### config.mk
export PLATFORM = sky130hd
export DESIGN_NAME = alu_share_arb_flat
export DESIGN_NICKNAME = d
export VERILOG_FILES = /design/src/rtl/alu_pkg.sv /design/src/rtl/alu_share_arb_if.sv /design/src/rtl/alu_core.sv /design/src/rtl/alu_share_arb.sv /design/src/flat_wrapper.sv
export SDC_FILE = /design/constraint.sdc
export NUM_CORES = 1
export LEC_CHECK = 0
export CAP_MARGIN = 5
export CORE_AREA = 2 2 57 59
export CTS_CLUSTER_SIZE = 40
export DETAILED_ROUTE_END_ITERATION = 10
export DIE_AREA = 0 0 59 61
export GPL_TIMING_DRIVEN = 0
export PLACE_DENSITY = 0.86
export SLEW_MARGIN = 20
export SYNTH_ARGS = -nofsm -noshare
export SYNTH_HDL_FRONTEND = slang
export SYNTH_SLANG_ARGS = --single-unit
### constraint.sdc
create_clock -name clk -period 7.7 [get_ports clk]
set_clock_uncertainty 0.1 [all_clocks]
set_input_delay 1.54 -clock clk [delete_from_list [all_inputs] [get_ports clk]]
set_output_delay 1.54 -clock clk [all_outputs]
set_load 0.02 [all_outputs]
### src/rtl/alu_pkg.sv
// Shared definitions for the shared-ALU arbiter: widths, opcodes, FSM states.
package alu_pkg;

    localparam int ALU_WIDTH = 4;
    localparam int OP_WIDTH  = 3;

    localparam logic [OP_WIDTH-1:0] OP_ADD = 3'b000;
    localparam logic [OP_WIDTH-1:0] OP_SUB = 3'b001;
    localparam logic [OP_WIDTH-1:0] OP_NOT = 3'b010;
    localparam logic [OP_WIDTH-1:0] OP_AND = 3'b011;
    localparam logic [OP_WIDTH-1:0] OP_OR  = 3'b100;
    localparam logic [OP_WIDTH-1:0] OP_XOR = 3'b101;
    localparam logic [OP_WIDTH-1:0] OP_CMP = 3'b110;
    localparam logic [OP_WIDTH-1:0] OP_EQ  = 3'b111;

    typedef enum logic [1:0] {
        ST_IDLE = 2'd0,
        ST_EXEC = 2'd1,
        ST_RESP = 2'd2
    } state_e;

endpackage

### src/rtl/alu_share_arb_if.sv
// Two request channels and one response channel of the shared ALU.
// master: requesters plus response consumer; slave: the arbiter.
interface alu_share_arb_if
    import alu_pkg::*;
#(
    parameter int ALU_WIDTH = alu_pkg::ALU_WIDTH,
    parameter int OP_WIDTH  = alu_pkg::OP_WIDTH
);
    logic                 r0_valid;
    logic                 r0_ready;
    logic [OP_WIDTH-1:0]  r0_op;
    logic [ALU_WIDTH-1:0] r0_a;
    logic [ALU_WIDTH-1:0] r0_b;

    logic                 r1_valid;
    logic                 r1_ready;
    logic [OP_WIDTH-1:0]  r1_op;
    logic [ALU_WIDTH-1:0] r1_a;
    logic [ALU_WIDTH-1:0] r1_b;

    logic                 rsp_valid;
    logic                 rsp_ready;
    logic                 rsp_id;
    logic [ALU_WIDTH-1:0] rsp_result;
    logic                 rsp_carry;
    logic                 rsp_overflow;

    modport master (
        output r0_valid, r0_op, r0_a, r0_b,
        output r1_valid, r1_op, r1_a, r1_b,
        input  r0_ready, r1_ready,
        input  rsp_valid, rsp_id, rsp_result, rsp_carry, rsp_overflow,
        output rsp_ready
    );

    modport slave (
        input  r0_valid, r0_op, r0_a, r0_b,
        input  r1_valid, r1_op, r1_a, r1_b,
        output r0_ready, r1_ready,
        output rsp_valid, rsp_id, rsp_result, rsp_carry, rsp_overflow,
        input  rsp_ready
    );

endinterface

### src/rtl/alu_core.sv
// Purely combinational ALU: one shared add/sub path feeds carry/overflow for
// every opcode, plus the logic ops and the compare/equality flags.
module alu_core
    import alu_pkg::*;
#(
    parameter int ALU_WIDTH = alu_pkg::ALU_WIDTH,
    parameter int OP_WIDTH  = alu_pkg::OP_WIDTH
) (
    input  logic [OP_WIDTH-1:0]  op_i,
    input  logic [ALU_WIDTH-1:0] a_i,
    input  logic [ALU_WIDTH-1:0] b_i,
    output logic [ALU_WIDTH-1:0] result_o,
    output logic                 carry_o,
    output logic                 overflow_o
);
    localparam logic [ALU_WIDTH-1:0] ONE = {{(ALU_WIDTH-1){1'b0}}, 1'b1};

    logic [ALU_WIDTH-1:0] bt;
    logic [ALU_WIDTH:0]   sum_ext;
    logic [ALU_WIDTH-1:0] sum;

    // Add/sub path: B is two's-complement negated for every opcode but ADD.
    always_comb begin
        bt         = (op_i == OP_ADD) ? b_i : (~b_i + ONE);
        sum_ext    = {1'b0, a_i} + {1'b0, bt};
        sum        = sum_ext[ALU_WIDTH-1:0];
        carry_o    = sum_ext[ALU_WIDTH];
        overflow_o = (a_i[ALU_WIDTH-1] == bt[ALU_WIDTH-1]) &&
                     (sum[ALU_WIDTH-1] != a_i[ALU_WIDTH-1]);
    end

    // Result select per opcode.
    always_comb begin
        result_o = '0;
        case (op_i)
            OP_ADD, OP_SUB: result_o = sum;
            OP_NOT:         result_o = ~a_i;
            OP_AND:         result_o = a_i & b_i;
            OP_OR:          result_o = a_i | b_i;
            OP_XOR:         result_o = a_i ^ b_i;
            OP_CMP:         result_o = {{(ALU_WIDTH-1){1'b0}}, sum[ALU_WIDTH-1]};
            OP_EQ:          result_o = {{(ALU_WIDTH-1){1'b0}}, (sum == '0)};
            default:        result_o = '0;
        endcase
    end

endmodule

### src/rtl/alu_share_arb.sv
// Round-robin arbiter sharing one ALU between two requesters.
// IDLE accepts one operation, EXEC registers the ALU result, RESP holds the
// response until the consumer takes it.
module alu_share_arb
    import alu_pkg::*;
#(
    parameter int ALU_WIDTH = alu_pkg::ALU_WIDTH,
    parameter int OP_WIDTH  = alu_pkg::OP_WIDTH
) (
    input  logic           clk,
    input  logic           rst,
    alu_share_arb_if.slave bus
);
    state_e               state_q;
    logic                 ptr_q;
    logic [OP_WIDTH-1:0]  op_q;
    logic [ALU_WIDTH-1:0] a_q;
    logic [ALU_WIDTH-1:0] b_q;
    logic                 id_q;
    logic                 rsp_valid_q;
    logic                 rsp_id_q;
    logic [ALU_WIDTH-1:0] rsp_result_q;
    logic                 rsp_carry_q;
    logic                 rsp_overflow_q;

    logic                 grant0_d;
    logic                 grant1_d;
    logic [ALU_WIDTH-1:0] core_result;
    logic                 core_carry;
    logic                 core_overflow;

    // Grant decision: a lone requester always wins, a tie goes to the pointer.
    always_comb begin
        grant0_d = 1'b0;
        grant1_d = 1'b0;
        if (!rst && state_q == ST_IDLE) begin
            if (bus.r0_valid && (!bus.r1_valid || !ptr_q)) begin
                grant0_d = 1'b1;
            end else if (bus.r1_valid) begin
                grant1_d = 1'b1;
            end
        end
    end

    assign bus.r0_ready     = grant0_d;
    assign bus.r1_ready     = grant1_d;
    assign bus.rsp_valid    = rsp_valid_q;
    assign bus.rsp_id       = rsp_id_q;
    assign bus.rsp_result   = rsp_result_q;
    assign bus.rsp_carry    = rsp_carry_q;
    assign bus.rsp_overflow = rsp_overflow_q;

    alu_core #(
        .ALU_WIDTH (ALU_WIDTH),
        .OP_WIDTH  (OP_WIDTH)
    ) u_core (
        .op_i       (op_q),
        .a_i        (a_q),
        .b_i        (b_q),
        .result_o   (core_result),
        .carry_o    (core_carry),
        .overflow_o (core_overflow)
    );

    // FSM plus operand/response registers; reset drops any in-flight operation.
    always_ff @(posedge clk) begin
        if (rst) begin
            state_q        <= ST_IDLE;
            ptr_q          <= 1'b0;
            rsp_valid_q    <= 1'b0;
            rsp_id_q       <= 1'b0;
            rsp_result_q   <= '0;
            rsp_carry_q    <= 1'b0;
            rsp_overflow_q <= 1'b0;
        end else begin
            case (state_q)
                ST_IDLE: begin
                    if (grant0_d || grant1_d) begin
                        op_q    <= grant1_d ? bus.r1_op : bus.r0_op;
                        a_q     <= grant1_d ? bus.r1_a  : bus.r0_a;
                        b_q     <= grant1_d ? bus.r1_b  : bus.r0_b;
                        id_q    <= grant1_d;
                        state_q <= ST_EXEC;
                    end
                end
                ST_EXEC: begin
                    rsp_result_q   <= core_result;
                    rsp_carry_q    <= core_carry;
                    rsp_overflow_q <= core_overflow;
                    rsp_id_q       <= id_q;
                    rsp_valid_q    <= 1'b1;
                    state_q        <= ST_RESP;
                end
                ST_RESP: begin
                    if (bus.rsp_ready) begin
                        rsp_valid_q <= 1'b0;
                        ptr_q       <= ~rsp_id_q;
                        state_q     <= ST_IDLE;
                    end
                end
                default: begin
                    rsp_valid_q <= 1'b0;
                    state_q     <= ST_IDLE;
                end
            endcase
        end
    end

endmodule
### src/flat_wrapper.sv
// flat-port wrapper written by rule: the top's interface ports become plain ports
module alu_share_arb_flat import alu_pkg::*;
#(
    parameter int ALU_WIDTH = alu_pkg::ALU_WIDTH,
    parameter int OP_WIDTH  = alu_pkg::OP_WIDTH
)
  (clk, rst, bus_r0_valid, bus_r0_op, bus_r0_a, bus_r0_b, bus_r1_valid, bus_r1_op, bus_r1_a, bus_r1_b, bus_r0_ready, bus_r1_ready, bus_rsp_valid, bus_rsp_id, bus_rsp_result, bus_rsp_carry, bus_rsp_overflow, bus_rsp_ready);
  alu_share_arb_if #(.ALU_WIDTH(ALU_WIDTH), .OP_WIDTH(OP_WIDTH)) bus_i ();
  input  logic clk;
  input  logic rst;
  input wire logic [$bits(bus_i.r0_valid)-1:0] bus_r0_valid;
  input wire logic [$bits(bus_i.r0_op)-1:0] bus_r0_op;
  input wire logic [$bits(bus_i.r0_a)-1:0] bus_r0_a;
  input wire logic [$bits(bus_i.r0_b)-1:0] bus_r0_b;
  input wire logic [$bits(bus_i.r1_valid)-1:0] bus_r1_valid;
  input wire logic [$bits(bus_i.r1_op)-1:0] bus_r1_op;
  input wire logic [$bits(bus_i.r1_a)-1:0] bus_r1_a;
  input wire logic [$bits(bus_i.r1_b)-1:0] bus_r1_b;
  output wire logic [$bits(bus_i.r0_ready)-1:0] bus_r0_ready;
  output wire logic [$bits(bus_i.r1_ready)-1:0] bus_r1_ready;
  output wire logic [$bits(bus_i.rsp_valid)-1:0] bus_rsp_valid;
  output wire logic [$bits(bus_i.rsp_id)-1:0] bus_rsp_id;
  output wire logic [$bits(bus_i.rsp_result)-1:0] bus_rsp_result;
  output wire logic [$bits(bus_i.rsp_carry)-1:0] bus_rsp_carry;
  output wire logic [$bits(bus_i.rsp_overflow)-1:0] bus_rsp_overflow;
  input wire logic [$bits(bus_i.rsp_ready)-1:0] bus_rsp_ready;
  assign bus_i.r0_valid = bus_r0_valid;
  assign bus_i.r0_op = bus_r0_op;
  assign bus_i.r0_a = bus_r0_a;
  assign bus_i.r0_b = bus_r0_b;
  assign bus_i.r1_valid = bus_r1_valid;
  assign bus_i.r1_op = bus_r1_op;
  assign bus_i.r1_a = bus_r1_a;
  assign bus_i.r1_b = bus_r1_b;
  assign bus_r0_ready = bus_i.r0_ready;
  assign bus_r1_ready = bus_i.r1_ready;
  assign bus_rsp_valid = bus_i.rsp_valid;
  assign bus_rsp_id = bus_i.rsp_id;
  assign bus_rsp_result = bus_i.rsp_result;
  assign bus_rsp_carry = bus_i.rsp_carry;
  assign bus_rsp_overflow = bus_i.rsp_overflow;
  assign bus_i.rsp_ready = bus_rsp_ready;
  alu_share_arb #(.ALU_WIDTH(ALU_WIDTH), .OP_WIDTH(OP_WIDTH)) u_core (.clk(clk), .rst(rst), .bus(bus_i));
endmodule
======== Word level (Yosys, flattened, before mapping) ========
Cells that the tools add are included.
storage, ports and cells
  flip-flop bits (word level) ............. 23
  logic and storage cells ................. 65
cells by class
  reductions and logical operators ........ 16
  muxes and demuxes ....................... 15
  bitwise gates (word level) .............. 8
  equality and inequality tests ........... 13
  $add $sub $neg .......................... 2
operators by type and width
  cell                 count
  $pmux 4 s7           1
  $eq 3x3->1 const B   4
  $mux 4               3
  $not 4->4            2
  $eq 3x2->1 const B   2
  $mux 1               6
  $pmux 2 s3           1
  $reduce_and 2->1     3
  $add 4x4->5          1
  $add 4x1->4 const B  1
  $and 4x4->4          1
  $logic_not 4->1      1
  $mux 2               2
  $ne 2x2->1 const B   2
  $or 4x4->4           1
  $xor 4x4->4          1
  $eq 3x1->1 const B   1
  $logic_and 1x1->1    3
  $logic_not 1->1      3
  $logic_not 3->1      1
  $mux 3               1
  $not 1->1            3
  $pmux 1 s3           1
  $reduce_and 3->1     1
  7 further kinds      8

======== Logic depth before layout (Yosys ltp) ========
Gate-level depths: netlist (run 1).
  word-level depth ........................ 8
  depth in mapped cells ................... 11

======== By module ========
Synthesis (run 1) repeated with hierarchy kept, for this count alone.
unflattened totals
  cells, all modules ...................... 144
  area total of the unflattened synthesis .. 1535.2 um2
by module, submodules not included
  module         cells an instance  area an instance (um2)  sequential area each (um2)  times used
  alu_share_arb  70                 982.2                   580.6                       1
  alu_core       74                 553.0                   0.0                         1

======== Worst setup path before layout (run 1) ========
No wires, ideal clock.
  path kind ............................... input-to-output
  from .................................... input port rst
  to ...................................... output port bus_r1_ready
  data arrival time ....................... 2.071 ns
  data required time ...................... 6.060 ns
  cell stages on the path ................. 4
  slack ................................... 3.989 ns
  path buffers ............................ 1
  path through ............................ nor3_2 > nand3_2 > inv_2 > buf_6
between the ends
  cells in the longest elaborated chain, start to end .. 3
RTL lines
  what                RTL line             source
  start: declaration  flat_wrapper.sv:10   input logic rst;
  $logic_not 1->1     alu_share_arb.sv:36  if (!rst && state_q == ST_IDLE) begin
  $logic_and 1x1->1   alu_share_arb.sv:36
  $mux 1              alu_share_arb.sv:36
  end: declaration    flat_wrapper.sv:20   output wire logic [$bits(bus_i.r1_ready)-1:0] bus_r1_ready;
Every way passes these cells.

======== Worst setup path after layout (run 1) ========
Ends and elaborated chain as after synthesis.

==> metrics.md, run 1 <==
| Metric | Value |
|---|---|
| Post-synth ARST share | 0% |
| Residual DRC | 0 |
| Worst-skew pair later-pin latency | 0.33 ns |
| WHS | 0.405 ns |
| Via density | 5.14 |
| TritonCTS Buffers | 3 |
| Top cell type by total area after synthesis | edfxtp_1 |
| Design area | 1940 um^2 |
| Synth Instances | 169 |
| Post-Synth XOR/XNOR Area | 2.89% |
| WL per Instance | 11.7 um |
| Sink Count | 23 |
| PD cells | 158 nW/um^2 |
| Die Y | 61 um |
| Worst Hold Depth | 2 |
| Count of cell types in the netlist | 44 |
| Worst min-delay path category | register to register |
| Largest family of logic cells by synthesized area | simple AND/OR/NAND/NOR gates |
| Setup crit end kind | output port |
| Finished Layout Cells | 242 |
| Global-route wire length before repair | 4930 um |
| Total negative slack | 0 ns |
| Ys Warns | 0 |
| Synth top area share | 23.8% |
| Crit path DAT | 3.26 ns |
| EDFF count, synth | 12 |
| Input/output buffers | 36 |
| Mean Syn Cell Area | 8.97 um^2 |
| Die X | 59 um |
| Worst r2r src | u_core.op_q[0] |
| Max_slew headroom | 67.5% |
| Slew Limit Fails | 0 |
| CTS Root Cell | clkbuf_4 |
| Pre-CTS setup slack | 2.79 ns |
| TritonCTS clock tree | done |
| Final worst setup slack | 2.80 ns |
| Final core utilization | 65.8% |
| Row cnt | 20 |
| Via Count | 1245 |
| Share of cells above drive strength 1 | 12.4% |
| Die Footprint | 3600 um^2 |
| Maximum root-to-sink buffer count | 2 |
| Total core area | 2950 um^2 |
| Hold Path End | u_core.bus.rsp_id |
| Status | finished clean |
| Reg2reg path depth | 10 |
| Layout area overhead | 28.3% |
| GRT Total Usage | 18.3% |
| Final Cycle Share | 63.6% |
| Critical path class | primary input to output port |
| Clock slew at reported path FFs | 0.13 ns |
| Nets | 250 |
| Number of synthesized register bits | 23 |
| Largest net degree at the start of global routing | 14 |
| Most frequent cell after synthesis | nand2_1 |
| H-tree levels | 1 |
| RR Endpoint | u_core.bus.rsp_result[3] |
| Leakage | 0.815 nW |
| Syn_nets | 209 |
| Postcts setup bufs | 0 |
| Final Setup Violations | 0 |
| Max Cap Viol | 0 |
| Top flip-flop cell by instance count after synthesis | edfxtp_1 |
| Post-Syn Area | 1520 um^2 |
| Adder and majority gate portion of the synthesized area | 11.2% |
| Final antenna-violating net count | 0 |
| Crit-path max FO | 11 |
| Worst vdd ir | 0.0000809 V |
| Final Hold Violating Endpoints | 0 |
| FF-to-FF setup slack | 5.02 ns |
| Antenna violations before repair | 0 |
| Compound-Gate Fraction of Synth Area | 14.2% |
| Detailed placer's ending HPWL | 2320 um |
| Fmax | 0.204 GHz |
| RSZ-0062 raised after global routing | false |
| Worst-margin pin slew | 0.488 ns |
| Vias in the first global route | 1184 |
| Commonest cells post-synth | nand2_1 (38), nor2_1 (18), edfxtp_1 (12), ha_1 (12), dfxtp_1 (11) |
| Post-synthesis sequential area ratio | 38.3% |
| Largest cells by area after synthesis | edfxtp_1 (24%), dfxtp_1 (15%), ha_1 (9.9%) |
| Gpl congestion | 0.826 |
| Tot Pwr | 0.308 mW |
| Mux cell area share after synthesis | 2.06% |
| Placement-stage cell area | 1920 um^2 |
| Hold Startpoint | u_core.bus.rsp_id |
| Startpoint types | primary input |
| Post-placement cell count | 238 |
| I/O pin total | 37 |
| Final min period | 4.90 ns |
| Detailed Routing Iterations Pass 1 | 4 |
| Resize count post-CTS | 0 |
| Final wirelength | 2830 um |
| Antenna Cells | 0 |
| DRT iter0 DRCs | 43 |
| Total global routing overflow | 0 |
| Initial Util | 51.3% |
| Worst Path Required | 6.06 ns |
| Hold_buf cts | 0 |
| Post-synthesis simple-gate area fraction | 24.2% |
power by group:
part | total (mW) | switching (mW) | internal, mW | leakage, nW
sequential | 0.147 | 0.00694 | 0.140 | 0.203
combinational | 0.105 | 0.0515 | 0.0532 | 0.594
clock | 0.0558 | 0.0363 | 0.0195 | 0.0177
cell families (layout without fill, tap and decap cells):
logic type               Yosys count  after routing
AND/OR/NAND/NOR                   77             77
AO/OA/AOI/OAI                     30             30
flip-flops                        23             23
buffers and inverters             18             58
adder cells (fa/ha/maj)           13             13
XOR/XNOR                           5              5
multiplexers                       3              3
critical path, cell delays in order:
cell and delay [ns]:
clkdlybuf4s50_1 0.47, nor3_2 0.26, nand3_2 0.15, inv_2 0.09, buf_6 0.14, clkdlybuf4s50_1 0.61
cells in the final DEF (no fill, tap or decap), types with 2 or more instances in the layout:
master           instances
nor2b_1                  2
nand2_1                 38
nor3_1                   4
a21o_1                   2
o21ai_1                  2
nand3b_1                 2
nor3_2                   2
o22ai_1                  2
nor2_1                  18
dfxtp_1                 11
buf_2                    3
inv_1                    8
mux2i_1                  2
nand2b_1                 5
o21a_1                   3
edfxtp_1                12
clkbuf_4                 3
a22oi_1                  2
xnor2_1                  4
buf_6                    2
o21ai_0                  2
a21oi_1                  6
a211oi_1                 2
ha_1                    12
a21oi_2                  3
clkdlybuf4s50_1         36
how the worst max path moves through the flow:
stage | end | depth (start not counted) | from | slack, ns
2_1_floorplan | bus_r1_ready | 4 | rst | 3.99
5_1_grt | bus_r1_ready | 6 | rst | 2.68
3_3_place_gp | bus_r1_ready | 6 | rst | 2.80
3_5_place_dp | bus_r1_ready | 6 | rst | 2.79
4_1_cts | bus_r1_ready | 6 | rst | 2.78
6_report | bus_r1_ready | 6 | rst | 2.80
layer usage:
metal	global-route usage (%)	wire length (um)
met2	33.0	1440
met1	21.9	1250
met3	2.56	105
met4	7.79	47
met5	0	0
sequential cells by signal, indices dropped and copies added (netlist names):
name / count
u_core.bus.rsp_overflow: 1
u_core.bus.rsp_result: 4
u_core.bus.rsp_carry: 1
u_core.op_q: 3
u_core.ptr_q: 1
u_core.b_q: 4
u_core.id_q: 1
u_core.bus.rsp_id: 1
u_core.state_q: 2
u_core.a_q: 4
u_core.bus.rsp_valid: 1
area by class of cell:
| type | count | area [um^2] |
|---|---|---|
| sequential | 23 | 581 |
| clock inverter | 1 | 5.00 |
| clock buffer | 3 | 22.5 |
| fill | 259 | 1010 |
| inverter | 9 | 33.8 |
| tap | 33 | 41.3 |
| timing repair buffer | 36 | 360 |
| buffer | 9 | 73.8 |
| multi-input combinational | 128 | 827 |
Note: power is estimated with default switching activity, not from simulation.
==> run 2: changes to the inputs <==
- CORE_AREA: 2 2 57 59 -> 2 2 62 64
- DIE_AREA: 0 0 59 61 -> 0 0 64 66
- PLACE_DENSITY: 0.86 -> 0.77
- clock period: 7.7 -> 4.5 ns (I/O delays scaled with it)
==> run 2 against run 1 <==
Net effect:
- first-iteration DRC count decreased by 21%
- die area is 17% higher
- critical path type unchanged
- routed wire length decreased by 7.9%
- highest routed layer unchanged
- setup slack got worse by 1.9 ns
- largest power group unchanged
- critical path depth unchanged
- clock power grew 77%
- via count decreased by 2.0%
- non-clock buffer count did not move
- flip-flop and latch count stayed put
==> metrics.md, run 2 (synthesis gave the netlist of run 1 again) <==
| Metric | Value |
|---|---|
| Status | finished clean |
| Maximum root-to-sink buffer count | 2 |
| Vias in the first global route | 1154 |
| TritonCTS clock tree | done |
| Global-route wire length before repair | 4800 um |
| PD cells | 268 nW/um^2 |
| Final antenna-violating net count | 0 |
| Most frequent cells in the layout | nand2_1 (38), clkdlybuf4s50_1 (36), nor2_1 (18), ha_1 (12), edfxtp_1 (12) |
| I/O pin total | 37 |
| Crit path DAT | 2.61 ns |
| Total global routing overflow | 0 |
| Via density | 4.75 |
| Crit-path max FO | 11 |
| Crit path top cell by count | clkdlybuf4s50_1 |
| Final wirelength | 2610 um |
| Crit-path leading delay family | buffers and inverters |
| Total negative slack | 0 ns |
| Final core utilization | 55.4% |
| Register area | 581 um^2 |
| H-tree levels | 1 |
| Input/output buffers | 36 |
| Max_slew headroom | 70.0% |
| Commonest non-fill, non-tap cell in the layout | nand2_1 |
| Tot Pwr | 0.527 mW |
| Fill count | 327 |
| Leakage | 0.815 nW |
| Buffer and inverter count on the worst path | 4 |
| Sink Count | 23 |
| Pre-CTS setup slack | 0.861 ns |
| GRT Total Usage | 14.3% |
| Worst Path Required | 3.50 ns |
| Die X | 64 um |
| Finished Layout Cells | 257 |
| Antenna violations before repair | 0 |
| Final Cycle Share | 80.3% |
| Fmax | 0.277 GHz |
| Worst-skew pair later-pin latency | 0.31 ns |
| Slew Limit Fails | 0 |
| Worst min-delay path category | register to register |
| Final Setup Violations | 0 |
| Crit-path cells | clkdlybuf4s50_1 > nor3_2 > nand3_2 > inv_2 > buf_6 > clkdlybuf4s50_1 |
| Final Hold Violating Endpoints | 0 |
| Gpl congestion | 0.789 |
| Residual DRC | 0 |
| Worst-margin pin slew | 0.449 ns |
| Slowest cell on crit path | clkdlybuf4s50_1 |
| Worst vdd ir | 0.000117 V |
| Row cnt | 22 |
| TritonCTS Buffers | 3 |
| Via Count | 1220 |
| Max Cap Viol | 0 |
| Resize count post-CTS | 0 |
| CTS Root Cell | clkbuf_4 |
| Detailed placer's ending HPWL | 2140 um |
| Final worst setup slack | 0.886 ns |
| Placement-stage cell area | 1940 um^2 |
| Multi-input gate area | 827 um^2 |
| WL per Instance | 10.2 um |
| Setup crit end kind | output port |
| Largest net degree at the start of global routing | 13 |
| Layout area overhead | 29.7% |
| WHS | 0.389 ns |
| Die Y | 66 um |
| Die Footprint | 4220 um^2 |
| Share of cells above drive strength 1 | 12.4% |
| DRT iter0 DRCs | 34 |
| Final min period | 3.61 ns |
| Initial Util | 42.7% |
| Clock slew at reported path FFs | 0.12 ns |
| Hold_buf cts | 0 |
| RSZ-0062 raised after global routing | false |
| Startpoint types | primary input |
| Postcts setup bufs | 0 |
| Total core area | 3550 um^2 |
| Critical path class | primary input to output port |
| Design area | 1970 um^2 |
| Post-placement cell count | 253 |
| Detailed Routing Iterations Pass 1 | 4 |
| Nets | 250 |
| Critical Path Max Stage Delay | 0.61 ns |
| Antenna Cells | 0 |
[run 2: changes by cell type in the layout (fill, tap and decap cells not counted)]
cell / previous run / this run
clkbuf_4: 3 / 4
clkinv_2: 1 / 0
[run 2: layer usage]
| metal | up-vias | wire length (um) | GRT usage (%) |
|---|---|---|---|
| met4 | 0 | 42 | 4.89 |
| met1 | 534 | 1230 | 17.7 |
| met5 | - | 0 | 0 |
| li1 | 651 | - | - |
| met3 | 4 | 103 | 2.73 |
| met2 | 31 | 1230 | 24.9 |
[run 2: final timing paths]
check                           slack (ns)                       end  cells past startpoint         startpoint
worst max-delay path                  0.89              bus_r1_ready                      6                rst
worst min-delay path                  0.39         u_core.bus.rsp_id                      2  u_core.bus.rsp_id
worst max register to register        1.85  u_core.bus.rsp_result[0]                     10     u_core.op_q[0]
worst min register to register        0.39         u_core.bus.rsp_id                      2  u_core.bus.rsp_id
[run 2: layout make-up]
cell class | instances | area share, %
plain buffers | 9 | 3.76
clock buffers | 4 | 1.53
inverters | 9 | 1.72
multi-input cells | 128 | 42.1
flip-flops and latches | 23 | 29.5
well taps | 48 | 3.06
repair buffers | 36 | 18.3
[run 2: power by group]
part           internal, mW  total, mW  switching [mW]
combinational        0.0907      0.177          0.0864
clock                0.0406     0.0985          0.0579
sequential            0.240      0.251          0.0112
total                 0.372      0.527           0.156
[run 2: worst register-to-register path, stage by stage, from the launching register on]
cell and delay (ns):
edfxtp_1 0.39, buf_6 0.15, buf_12 0.14, nor3_2 0.21, mux2_1 0.39, ha_1 0.29
a21o_1 0.19, a21oi_2 0.20, xnor2_1 0.18, mux2i_1 0.23, o21ai_1 0.08
==> run 3: changes to the inputs <==
- clock period: 4.5 -> 3.2 ns (I/O delays scaled with it)
==> results of run 3 <==
The final DEF is identical to that of run 2. Status: finished clean.
Main changes from that run: setup slack after placement 0.861 ns -> 0.0806 ns; setup slack after layout 0.886 ns -> 0.106 ns; register-to-register setup slack 1.85 ns -> 0.55 ns; total power 0.527 mW -> 0.741 mW; worst IR drop on VDD 0.000117 V -> 0.000164 V
